===== src/rtl/execute_stage_fwd_mul_pkg.sv =====
// Shared encodings for the RV32I execute stage: ALU ops, forward selects,
// branch conditions and the iterative multiplier state.
package exe_pkg;

  localparam logic [3:0] ALU_ADD  = 4'd0;
  localparam logic [3:0] ALU_SUB  = 4'd1;
  localparam logic [3:0] ALU_AND  = 4'd2;
  localparam logic [3:0] ALU_OR   = 4'd3;
  localparam logic [3:0] ALU_XOR  = 4'd4;
  localparam logic [3:0] ALU_SLT  = 4'd5;
  localparam logic [3:0] ALU_SLTU = 4'd6;
  localparam logic [3:0] ALU_SLL  = 4'd7;
  localparam logic [3:0] ALU_SRL  = 4'd8;
  localparam logic [3:0] ALU_SRA  = 4'd9;
  localparam logic [3:0] ALU_MUL  = 4'd10;

  localparam logic [1:0] FWD_RF     = 2'b00;
  localparam logic [1:0] FWD_WB     = 2'b01;
  localparam logic [1:0] FWD_MEM    = 2'b10;
  localparam logic [1:0] FWD_RF_ALT = 2'b11;

  localparam logic [2:0] BR_EQ  = 3'b000;
  localparam logic [2:0] BR_NE  = 3'b001;
  localparam logic [2:0] BR_LT  = 3'b100;
  localparam logic [2:0] BR_GE  = 3'b101;
  localparam logic [2:0] BR_LTU = 3'b110;
  localparam logic [2:0] BR_GEU = 3'b111;

  typedef enum logic [1:0] {
    MUL_IDLE = 2'b00,
    MUL_RUN  = 2'b01,
    MUL_DONE = 2'b10
  } mul_state_e;

endpackage


===== src/rtl/execute_stage_fwd_mul_mul_iter.sv =====
// Iterative shift-add multiplier, one multiplier bit per cycle, low XLEN
// bits of the product. DONE is held while the consumer (hold) is stalled.
module mul_iter
  import exe_pkg::*;
#(
  parameter int XLEN = 32
) (
  input  logic            clk,
  input  logic            rst,
  input  logic            start,
  input  logic            abort,
  input  logic            hold,
  input  logic [XLEN-1:0] opa,
  input  logic [XLEN-1:0] opb,
  output logic            busy,
  output logic            done,
  output logic [XLEN-1:0] product
);

  localparam int CW = $clog2(XLEN) + 1;
  localparam logic [CW-1:0] CNT_INIT = CW'(XLEN);

  mul_state_e      state_q, state_d;
  logic [CW-1:0]   cnt_q;
  logic [XLEN-1:0] acc_q, mcand_q, mplier_q;

  // NOTE: clocked state uses non-blocking assignments so every flop samples
  // pre-edge values regardless of process evaluation order.
  always_ff @(posedge clk or posedge rst) begin
    if (rst) state_q <= MUL_IDLE;
    else     state_q <= state_d;
  end

  always_ff @(posedge clk or posedge rst) begin
    if (rst) begin
      cnt_q    <= '0;
      acc_q    <= '0;
      mcand_q  <= '0;
      mplier_q <= '0;
    end else if (abort) begin
      cnt_q <= '0;
    end else if (state_q == MUL_IDLE && start) begin
      cnt_q    <= CNT_INIT;
      acc_q    <= '0;
      mcand_q  <= opa;
      mplier_q <= opb;
    end else if (state_q == MUL_RUN) begin
      if (mplier_q[0]) acc_q <= acc_q + mcand_q;
      mcand_q  <= mcand_q << 1;
      mplier_q <= mplier_q >> 1;
      cnt_q    <= cnt_q - CW'(1);
    end
  end

  // NOTE: every always_comb output is given a default first so no path can
  // leave it unassigned and infer a latch.
  always_comb begin
    state_d = state_q;
    unique case (state_q)
      MUL_IDLE: if (start && !abort) state_d = MUL_RUN;
      MUL_RUN: begin
        if (abort)                   state_d = MUL_IDLE;
        else if (cnt_q == CW'(1))    state_d = MUL_DONE;
      end
      MUL_DONE: if (abort || !hold)  state_d = MUL_IDLE;
      default:                       state_d = MUL_IDLE;
    endcase
  end

  always_comb begin
    busy = 1'b0;
    done = 1'b0;
    unique case (state_q)
      MUL_IDLE: busy = start && !abort;
      MUL_RUN:  busy = !abort;
      MUL_DONE: done = 1'b1;
      default:  busy = 1'b0;
    endcase
  end

  assign product = acc_q;

endmodule


===== src/rtl/execute_stage_fwd_mul.sv =====
// EX stage: operand forwarding, ALU, branch/jump resolution, iterative MUL
// and the EX/MEM pipeline register with stall/flush control.
module execute_stage_fwd_mul
  import exe_pkg::*;
#(
  parameter int XLEN   = 32,
  parameter int REG_AW = 5,
  parameter bit MUL_EN = 1'b1
) (
  input  logic              clk,
  input  logic              rst,
  input  logic              valid_e,
  input  logic              flush_e_i,
  input  logic              stall_m_i,
  input  logic              RegWriteE,
  input  logic              MemWriteE,
  input  logic              ALUSrcE,
  input  logic              BranchE,
  input  logic              JumpE,
  input  logic              JalrE,
  input  logic [1:0]        ResultSrcE,
  input  logic [3:0]        ALUControlE,
  input  logic [2:0]        Funct3E,
  input  logic [XLEN-1:0]   RD1_E,
  input  logic [XLEN-1:0]   RD2_E,
  input  logic [XLEN-1:0]   Imm_Ext_E,
  input  logic [XLEN-1:0]   PCE,
  input  logic [XLEN-1:0]   PCPlus4E,
  input  logic [REG_AW-1:0] RD_E,
  input  logic [1:0]        ForwardAE,
  input  logic [1:0]        ForwardBE,
  input  logic [XLEN-1:0]   ResultW,
  output logic              PCSrcE,
  output logic [XLEN-1:0]   PCTargetE,
  output logic              stall_e_o,
  output logic              valid_m,
  output logic              RegWriteM,
  output logic              MemWriteM,
  output logic [1:0]        ResultSrcM,
  output logic [REG_AW-1:0] RD_M,
  output logic [XLEN-1:0]   PCPlus4M,
  output logic [XLEN-1:0]   WriteDataM,
  output logic [XLEN-1:0]   ALU_ResultM
);

  localparam int SHW = $clog2(XLEN);

  logic [XLEN-1:0] fwd_a, fwd_b, src_b, alu_res, product, jalr_sum;
  logic [SHW-1:0]  shamt;
  logic            is_mul, mul_start, mul_busy, mul_done, br_cond, bubble;

  always_comb begin
    fwd_a = RD1_E;
    unique case (ForwardAE)
      FWD_RF, FWD_RF_ALT: fwd_a = RD1_E;
      FWD_WB:             fwd_a = ResultW;
      FWD_MEM:            fwd_a = ALU_ResultM;
      default:            fwd_a = RD1_E;
    endcase
  end

  always_comb begin
    fwd_b = RD2_E;
    unique case (ForwardBE)
      FWD_RF, FWD_RF_ALT: fwd_b = RD2_E;
      FWD_WB:             fwd_b = ResultW;
      FWD_MEM:            fwd_b = ALU_ResultM;
      default:            fwd_b = RD2_E;
    endcase
  end

  assign src_b = ALUSrcE ? Imm_Ext_E : fwd_b;
  assign shamt = src_b[SHW-1:0];

  always_comb begin
    alu_res = '0;
    case (ALUControlE)
      ALU_ADD:  alu_res = fwd_a + src_b;
      ALU_SUB:  alu_res = fwd_a - src_b;
      ALU_AND:  alu_res = fwd_a & src_b;
      ALU_OR:   alu_res = fwd_a | src_b;
      ALU_XOR:  alu_res = fwd_a ^ src_b;
      ALU_SLT:  alu_res = XLEN'($signed(fwd_a) < $signed(src_b));
      ALU_SLTU: alu_res = XLEN'(fwd_a < src_b);
      ALU_SLL:  alu_res = fwd_a << shamt;
      ALU_SRL:  alu_res = fwd_a >> shamt;
      ALU_SRA:  alu_res = $unsigned($signed(fwd_a) >>> shamt);
      ALU_MUL:  alu_res = product;
      default:  alu_res = '0;
    endcase
  end

  // Branch compare uses the forwarded register operands, never the immediate.
  always_comb begin
    br_cond = 1'b0;
    case (Funct3E)
      BR_EQ:   br_cond = (fwd_a == fwd_b);
      BR_NE:   br_cond = (fwd_a != fwd_b);
      BR_LT:   br_cond = ($signed(fwd_a) < $signed(fwd_b));
      BR_GE:   br_cond = ($signed(fwd_a) >= $signed(fwd_b));
      BR_LTU:  br_cond = (fwd_a < fwd_b);
      BR_GEU:  br_cond = (fwd_a >= fwd_b);
      default: br_cond = 1'b0;
    endcase
  end

  assign PCSrcE    = valid_e && !flush_e_i && (JumpE || (BranchE && br_cond));
  assign jalr_sum  = fwd_a + Imm_Ext_E;
  assign PCTargetE = JalrE ? (jalr_sum & ~XLEN'(1)) : (PCE + Imm_Ext_E);

  assign is_mul    = (MUL_EN != 1'b0) && (ALUControlE == ALU_MUL);
  assign mul_start = valid_e && is_mul;

  generate
    if (MUL_EN) begin : g_mul
      mul_iter #(.XLEN(XLEN)) u_mul (
        .clk     (clk),
        .rst     (rst),
        .start   (mul_start),
        .abort   (flush_e_i),
        .hold    (stall_m_i),
        .opa     (fwd_a),
        .opb     (src_b),
        .busy    (mul_busy),
        .done    (mul_done),
        .product (product)
      );
    end else begin : g_no_mul
      assign mul_busy = 1'b0;
      assign mul_done = 1'b0;
      assign product  = '0;
    end
  endgenerate

  assign stall_e_o = stall_m_i || mul_busy;
  assign bubble    = flush_e_i || !valid_e || (is_mul && !mul_done);

  // Downstream stall outranks flush: the register holds and the EX op is simply lost.
  always_ff @(posedge clk or posedge rst) begin
    if (rst) begin
      valid_m     <= 1'b0;
      RegWriteM   <= 1'b0;
      MemWriteM   <= 1'b0;
      ResultSrcM  <= '0;
      RD_M        <= '0;
      PCPlus4M    <= '0;
      WriteDataM  <= '0;
      ALU_ResultM <= '0;
    end else if (!stall_m_i) begin
      if (bubble) begin
        valid_m     <= 1'b0;
        RegWriteM   <= 1'b0;
        MemWriteM   <= 1'b0;
        ResultSrcM  <= '0;
        RD_M        <= '0;
        PCPlus4M    <= '0;
        WriteDataM  <= '0;
        ALU_ResultM <= '0;
      end else begin
        valid_m     <= 1'b1;
        RegWriteM   <= RegWriteE;
        MemWriteM   <= MemWriteE;
        ResultSrcM  <= ResultSrcE;
        RD_M        <= RD_E;
        PCPlus4M    <= PCPlus4E;
        WriteDataM  <= fwd_b;
        ALU_ResultM <= alu_res;
      end
    end
  end

endmodule


===== config.mk =====
export PLATFORM = sky130hd
export DESIGN_NAME = execute_stage_fwd_mul
export DESIGN_NICKNAME = d
export VERILOG_FILES = /design/src/rtl/execute_stage_fwd_mul_pkg.sv /design/src/rtl/execute_stage_fwd_mul_mul_iter.sv /design/src/rtl/execute_stage_fwd_mul.sv
export SDC_FILE = /design/constraint.sdc
export NUM_CORES = 1
export LEC_CHECK = 0
export BUFFER_PORTS_ARGS = -buffer_cell sky130_fd_sc_hd__buf_2
export CAP_MARGIN = 20
export CORE_MARGIN = 2
export CORE_UTILIZATION = 40
export CTS_BUF_LIST = sky130_fd_sc_hd__clkbuf_4 sky130_fd_sc_hd__clkbuf_8 sky130_fd_sc_hd__clkbuf_16
export CTS_CLUSTER_SIZE = 24
export DETAILED_ROUTE_END_ITERATION = 10
export SYNTH_ARGS = -nofsm -noshare
export SYNTH_HDL_FRONTEND = slang
export SYNTH_SLANG_ARGS = --single-unit

===== constraint.sdc =====
create_clock -name clk -period 16 [get_ports clk]
set_input_delay 1.6 -clock clk [delete_from_list [all_inputs] [get_ports clk]]
set_output_delay 1.6 -clock clk [all_outputs]
set_load 0.01 [all_outputs]

Word-level counts from Yosys, hierarchy flattened. Cells that the tools add are included.

Register bits after elaboration: 210. Input bits: 221.

Mux-type cells: 31. Reduce and logical (&&, ||, !) cells: 29. Bitwise operators: 4. Add/subtract/negate cells: 6. $lt $le $gt $ge: 6. Equality and inequality tests: 29. Shifts and indexed selects: 3.

Operator list (count): two-way mux 32 bit (12); case mux 32 bit (11 select lines) (1); case mux 32 bit (3 select lines) (2); adder 32 bit (4); < comparator 32 bit (4); greater-or-equal comparator 32 bit (2); bitwise AND 32 bit (1); == test 32 bit (1); != test 32 bit (1); bitwise OR 32 bit (1); left shift 32 x 5 -> 32 bit (1); >> shifter 32 x 5 -> 32 bit (1); >>> shifter 32 x 5 -> 32 bit (1); subtractor 32 bit (1); XOR 32 bit (1); two-way mux 6 bit (3); == test 4 x 3 -> 1 bit, second input constant (4); == test 3 bit, second input constant (4); == test 4 bit, second input constant (3); == test 2 bit, second input constant (5); two-way mux 2 bit (5); == test 4 x 2 -> 1 bit, second input constant (2); logical AND 1 bit (7); == test 2 x 1 -> 1 bit, second input constant (3); 23 further kinds (38).

Logic depth before layout (Yosys ltp).
Depth after elaboration: 8. Gate-level depth with buffers: 21.

Hierarchy. Synthesis repeated with hierarchy kept, for this count alone.

Cells, all modules: 3126. Area total of the unflattened synthesis: 24105.6 um^2.

Modules (own cells, without submodules): execute_stage_fwd_mul (instances 1, area each 17986.0 um^2, seq. area each 2652.5 um^2, cells an instance 2476); mul_iter (instances 1, area each 6119.6 um^2, seq. area each 2602.5 um^2, cells an instance 650).

Least setup slack after synthesis. Ideal clock, no wire load.

Kind: input -> output. From: input port ForwardAE[0]. To: output port PCTargetE[16]. Arrival: 5.168 ns. Setup slack: 9.232 ns. Buffers on the path: 3. Required time: 14.400 ns. Stages on the path: 18. Cells stage by stage: inv_1 -> ha_1 -> buf_4 -> buf_2 -> buf_4 -> nand2_1 -> o21ai_0 -> fa_1 -> a21o_1 -> a221o_1 -> a211o_1 -> a31o_2 -> a21oi_1 -> o21ai_0 -> a21o_1 -> a21oi_1 -> xor2_1 -> mux2i_1.

Cells in the longest elaborated chain, start to end: 5.

Ends and longest elaborated chain: start, declared (line execute_stage_fwd_mul.sv:30) `input logic [1:0] ForwardAE,`; == test 2 bit or logical NOT 2 bit (tied branches) (line execute_stage_fwd_mul.sv:54) `unique case (ForwardAE)`; OR reduction 2 bit (line execute_stage_fwd_mul.sv:54); case mux 32 bit (3 select lines) (*) (line execute_stage_fwd_mul.sv:54); adder 32 bit (*) (line execute_stage_fwd_mul.sv:108) `assign jalr_sum = fwd_a + Imm_Ext_E;`; two-way mux 32 bit (*) (line execute_stage_fwd_mul.sv:109) `assign PCTargetE = JalrE ? (jalr_sum & ~XLEN'(1)) : (PCE + Imm_Ext_E);`; end, declared (line execute_stage_fwd_mul.sv:34) `output logic [XLEN-1:0] PCTargetE,`.

Mark *: on every way between the ends. The rest lies on a longest branch, timed or not.

Final worst setup path.
From: input port ForwardBE[0]. To: output port PCSrcE.

Cells in the longest elaborated chain, start to end: 8.

Ends and longest elaborated chain: start, declared (line execute_stage_fwd_mul.sv:31) `input logic [1:0] ForwardBE,`; == test 2 bit or logical NOT 2 bit (tied branches) (line execute_stage_fwd_mul.sv:64) `unique case (ForwardBE)`; OR reduction 2 bit (line execute_stage_fwd_mul.sv:64); case mux 32 bit (3 select lines) (*) (line execute_stage_fwd_mul.sv:64); greater-or-equal comparator 32 bit, or another cell as far along (line execute_stage_fwd_mul.sv:102) `BR_GEU: br_cond = (fwd_a >= fwd_b);`; case mux 1 bit (6 select lines) (*) (line execute_stage_fwd_mul.sv:96) `case (Funct3E)`; logical AND 1 bit (*) (line execute_stage_fwd_mul.sv:107) `assign PCSrcE = valid_e && !flush_e_i && (JumpE || (BranchE && br_cond));`; logical OR 1 bit (*) (line execute_stage_fwd_mul.sv:107); logical AND 1 bit (*) (line execute_stage_fwd_mul.sv:107); end, declared (line execute_stage_fwd_mul.sv:33) `output logic PCSrcE,`.

Marked as above.

==> reports/metrics.yaml <==
floorplanning:
  io_pins: 361
  core_um2: 60130
  start_util_pct: 40.28
  fp.dieH_um: 250.1
  die_x_um: 250.1
  dieArea_um2: 62530
  core.rowCount: 90
timing:
  finalSetupViolCount: 0
  maxSlewHeadroom_pct: 24.54
  slew_violations: 0
  skew_ns: 0.01297
  fin_setup_tns_ns: 0
  fin_crit_sh_pct: 52.12
  finalHoldViolations: 0
  rsz0062_at_grt: "false"
  fmax_mhz: 119.9
  finalCriticalPeriod_ns: 8.339
  tightestPinTransition_ns: 1.131
clock_tree:
  clock_path_buffers: 3
  clk_pin_slew_worst_paths_ns: 0.06
  cts_buffers: 27
  cts_tree: "built"
  insertion_delay_ns: 0.59
  post_cts_resize_count: 0
  ctsHoldBuffers: 0
  h-tree-depth: 1
  cts-root-buf: "clkbuf_16"
  postCtsSetupRepairBufs: 0
  cts_sinks: 210
power:
  power.share.sequential_pct: 25.2
  p_comb_share_pct: 45.6
  p_int_mw: 1.309
  ir_worst_vdd_v: 0.00008120
  switchingPower_uw: 987.6
  power_density_nw_per_um2: 83.13
  clkPwrFrac_pct: 29.2
  p_leak_nw: 13.17
  swShare_pct: 43.00
setup_path:
  worstPathMaxFanout: 32
  timing.rr.start: "ALU_ResultM[17]"
  required_ns: 14.40
  crit_type: "primary input to output pin"
  crit_arrival_ns: 6.74
  r2r-end: "ALU_ResultM[27]"
  critical_path.startpoint_type: "primary input"
  regToRegSetupSlack_ns: 10.87
  rr_worst_depth: 13
  cp-end-kind: "output pin"
synthesis:
  synth_cell_type_count: 91
  postSynthAreaPerCell_um2: 7.583
  ys_seq_area_share_pct: 21.70
  syn_area_um2: 24220
  ys_warn_count: 0
  synth_seq_cells: 210
  synth_edf_count: 0
  synth_nets: 3647
  yosys_most_used_dff: "dfrtp_1"
  synthArstFlopShare_pct: 100.0
  syn_inst: 3194
  synth_largest_area_cell: "dfrtp_1"
  synthTopCellsByArea: "dfrtp_1, ha_1, o21ai_0"
  netlist.area_leader.share_pct: 21.70
placed_design:
  numPortBuffers: 360
  dp_hpwl_um: 83270
  gp_congestion: 1.028
  place_area_um2: 26680
route:
  postRouteAntennaNets: 0
  drc: 0
  num_vias: 26938
  routed_via_density: 6.344
  post_drt_wl_per_cell_um: 25.74
  first_pass_iters: 6
  drt_iter0_drc: 3239
  routed_wl_um: 109300
finish:
  nFillCells: 6181
  drive_gt1_share_pct: 15.69
  multi_input_area_um2: 17630
  nNetsFinal: 3895
  fin_area_um2: 27630
  syn_to_final_growth_pct: 14.08
  seq_area_um2: 5255
global_route:
  grt_pass1_vias: 25160
  grt_overflow_total: 0
  grt.total_usage_pct: 33.44
  grt_max_degree: 105
  antenna_found_initial: 3
  grt_pass1_wl_um: 160900
worst_hold_path:
  holdCritPathClass: "register to register"
  min_to: "g_mul.u_mul.mplier_q[25]"
  worstHoldPathCells: 2
  worstHoldStart: "g_mul.u_mul.mplier_q[25]"
status:
  status: "finished clean"
run:
  max_cap_viol_count: 0
[critical path, cell delays in order]
cell and delay, ns:
buf_2 0.10, inv_1 0.04, ha_1 0.26, buf_4 0.38, inv_1 0.27, buf_4 0.30, o21ai_0 0.56, ha_1 0.23
nand4_1 0.13, nor4_1 0.81, nand4_1 0.31, a221oi_1 0.43, a211o_1 0.26, a21oi_1 0.09, xnor2_1 0.13, a22oi_1 0.30
mux2i_1 0.23, a21oi_1 0.08, buf_2 0.17
[cells by family (layout without fill, tap and decap cells)]
kind of cell / count (synthesis) / count (layout) / share of synthesized area [%]
AO/OA/AOI/OAI: 1203 / 1203 / 31.89
AND/OR/NAND/NOR: 915 / 915 / 16.70
buffers and inverters: 339 / 606 / 5.776
adder cells (fa/ha/maj): 232 / 232 / 12.14
flip-flops: 210 / 210 / 21.70
multiplexers: 193 / 193 / 8.111
XOR/XNOR: 102 / 102 / 3.689
other: 0 / 3 / 0
[cell type report]
cell class	instances	share of cell area, %
Tap cell	782	3.541
Sequential cell	210	19.02
Timing Repair Buffer	429	8.405
Clock inverter	15	0.7110
Clock buffer	33	2.676
Inverter	129	1.798
Antenna cell	3	0.02717
Multi-Input combinational cell	2645	63.82
[worst max-delay path by stage]
| stage | startpoint | to | slack (ns) | depth (start not counted) |
|---|---|---|---|---|
| final | ForwardBE[0] | PCSrcE | 7.66 | 19 |
| after global routing | ForwardBE[0] | PCSrcE | 7.54 | 19 |
| after CTS | ForwardAE[1] | PCSrcE | 7.83 | 16 |
| after detailed placement | ForwardBE[0] | PCSrcE | 7.83 | 19 |
| after global placement | ForwardAE[1] | PCSrcE | 7.80 | 16 |
| after floorplan | rst | ALU_ResultM[0] | 8.66 | 1 |
[routing by layer]
metal	track usage (%)	vias to the layer above	share of wire (%)
met2	52.54	1525	44
met5	0	-	0
met4	15.38	0	4.9
met3	5.258	282	10
met1	45.15	12873	41
li1	-	12258	-
[state kept, by name, summed over array words and instances, names as in the netlist, 2 cells and up]
name / cells
ALU_ResultM: 32
PCPlus4M: 32
WriteDataM: 32
g_mul.u_mul.mcand_q: 32
g_mul.u_mul.mplier_q: 32
g_mul.u_mul.product: 32
g_mul.u_mul.cnt_q: 6
RD_M: 5
ResultSrcM: 2
g_mul.u_mul.state_q: 2
[power groups by stage]
stage | Clock (mW) | Sequential, mW | Combinational [mW]
global placement | 0 | 0.587 | 1.01
CTS | 0.677 | 0.578 | 1.02
global route | 0.699 | 0.582 | 1.13
floorplan | 0 | 0.585 | 0.682
finish | 0.670 | 0.580 | 1.05
detailed placement | 0 | 0.588 | 1.01
[cell usage after synthesis (16+ instances only)]
master / count
o21bai_1: 19
o211ai_1: 35
nand3_1: 57
nand4_1: 18
a31oi_1: 26
a221o_1: 37
nand2_1: 399
a211oi_1: 29
buf_4: 16
mux2i_1: 167
ha_1: 227
a221oi_1: 24
a21oi_1: 306
nand2b_1: 39
xnor2_1: 58
buf_1: 18
buf_2: 22
nor3_1: 45
a21o_1: 59
o21ai_1: 17
o21a_1: 24
o31ai_1: 18
a22o_1: 51
o22ai_1: 28
mux2_2: 26
dfrtp_1: 210
nor2b_1: 19
o21ai_0: 343
and3_1: 23
clkbuf_1: 149
nor2_1: 246
or3_1: 16
inv_1: 125
a22oi_1: 54
xor2_1: 44
[layout by cell type, fill, tap and decap left out, types with 28 or more instances in the layout]
cell	instances
nor3_1	43
buf_4	70
nand2b_1	38
inv_1	124
dfrtp_1	210
a21o_1	59
nor2_1	243
a22o_1	51
buf_2	359
mux2i_1	167
nand2_1	399
o211ai_1	35
o22ai_1	28
o21ai_0	342
xor2_1	44
a21oi_1	306
ha_1	226
a22oi_1	54
xnor2_1	58
a221o_1	37
a211oi_1	28
nand3_1	56
[stage by stage]
step           hold slack [ns]  util [%]  setup slack, ns  power [mW]  cells
3_5_place_dp            0.4690     44.37            7.826       1.599   4194
2_1_floorplan           0.4502         -            8.662       1.267   3194
6_report                0.4820     45.95            7.661       2.297   4246
5_1_grt                 0.5047     45.94            7.542       2.406   4244
4_1_cts                 0.4847     45.92            7.830       2.271   4242
3_3_place_gp            0.4609     44.37            7.799       1.601   4194
(Power assumes the default switching activity.)
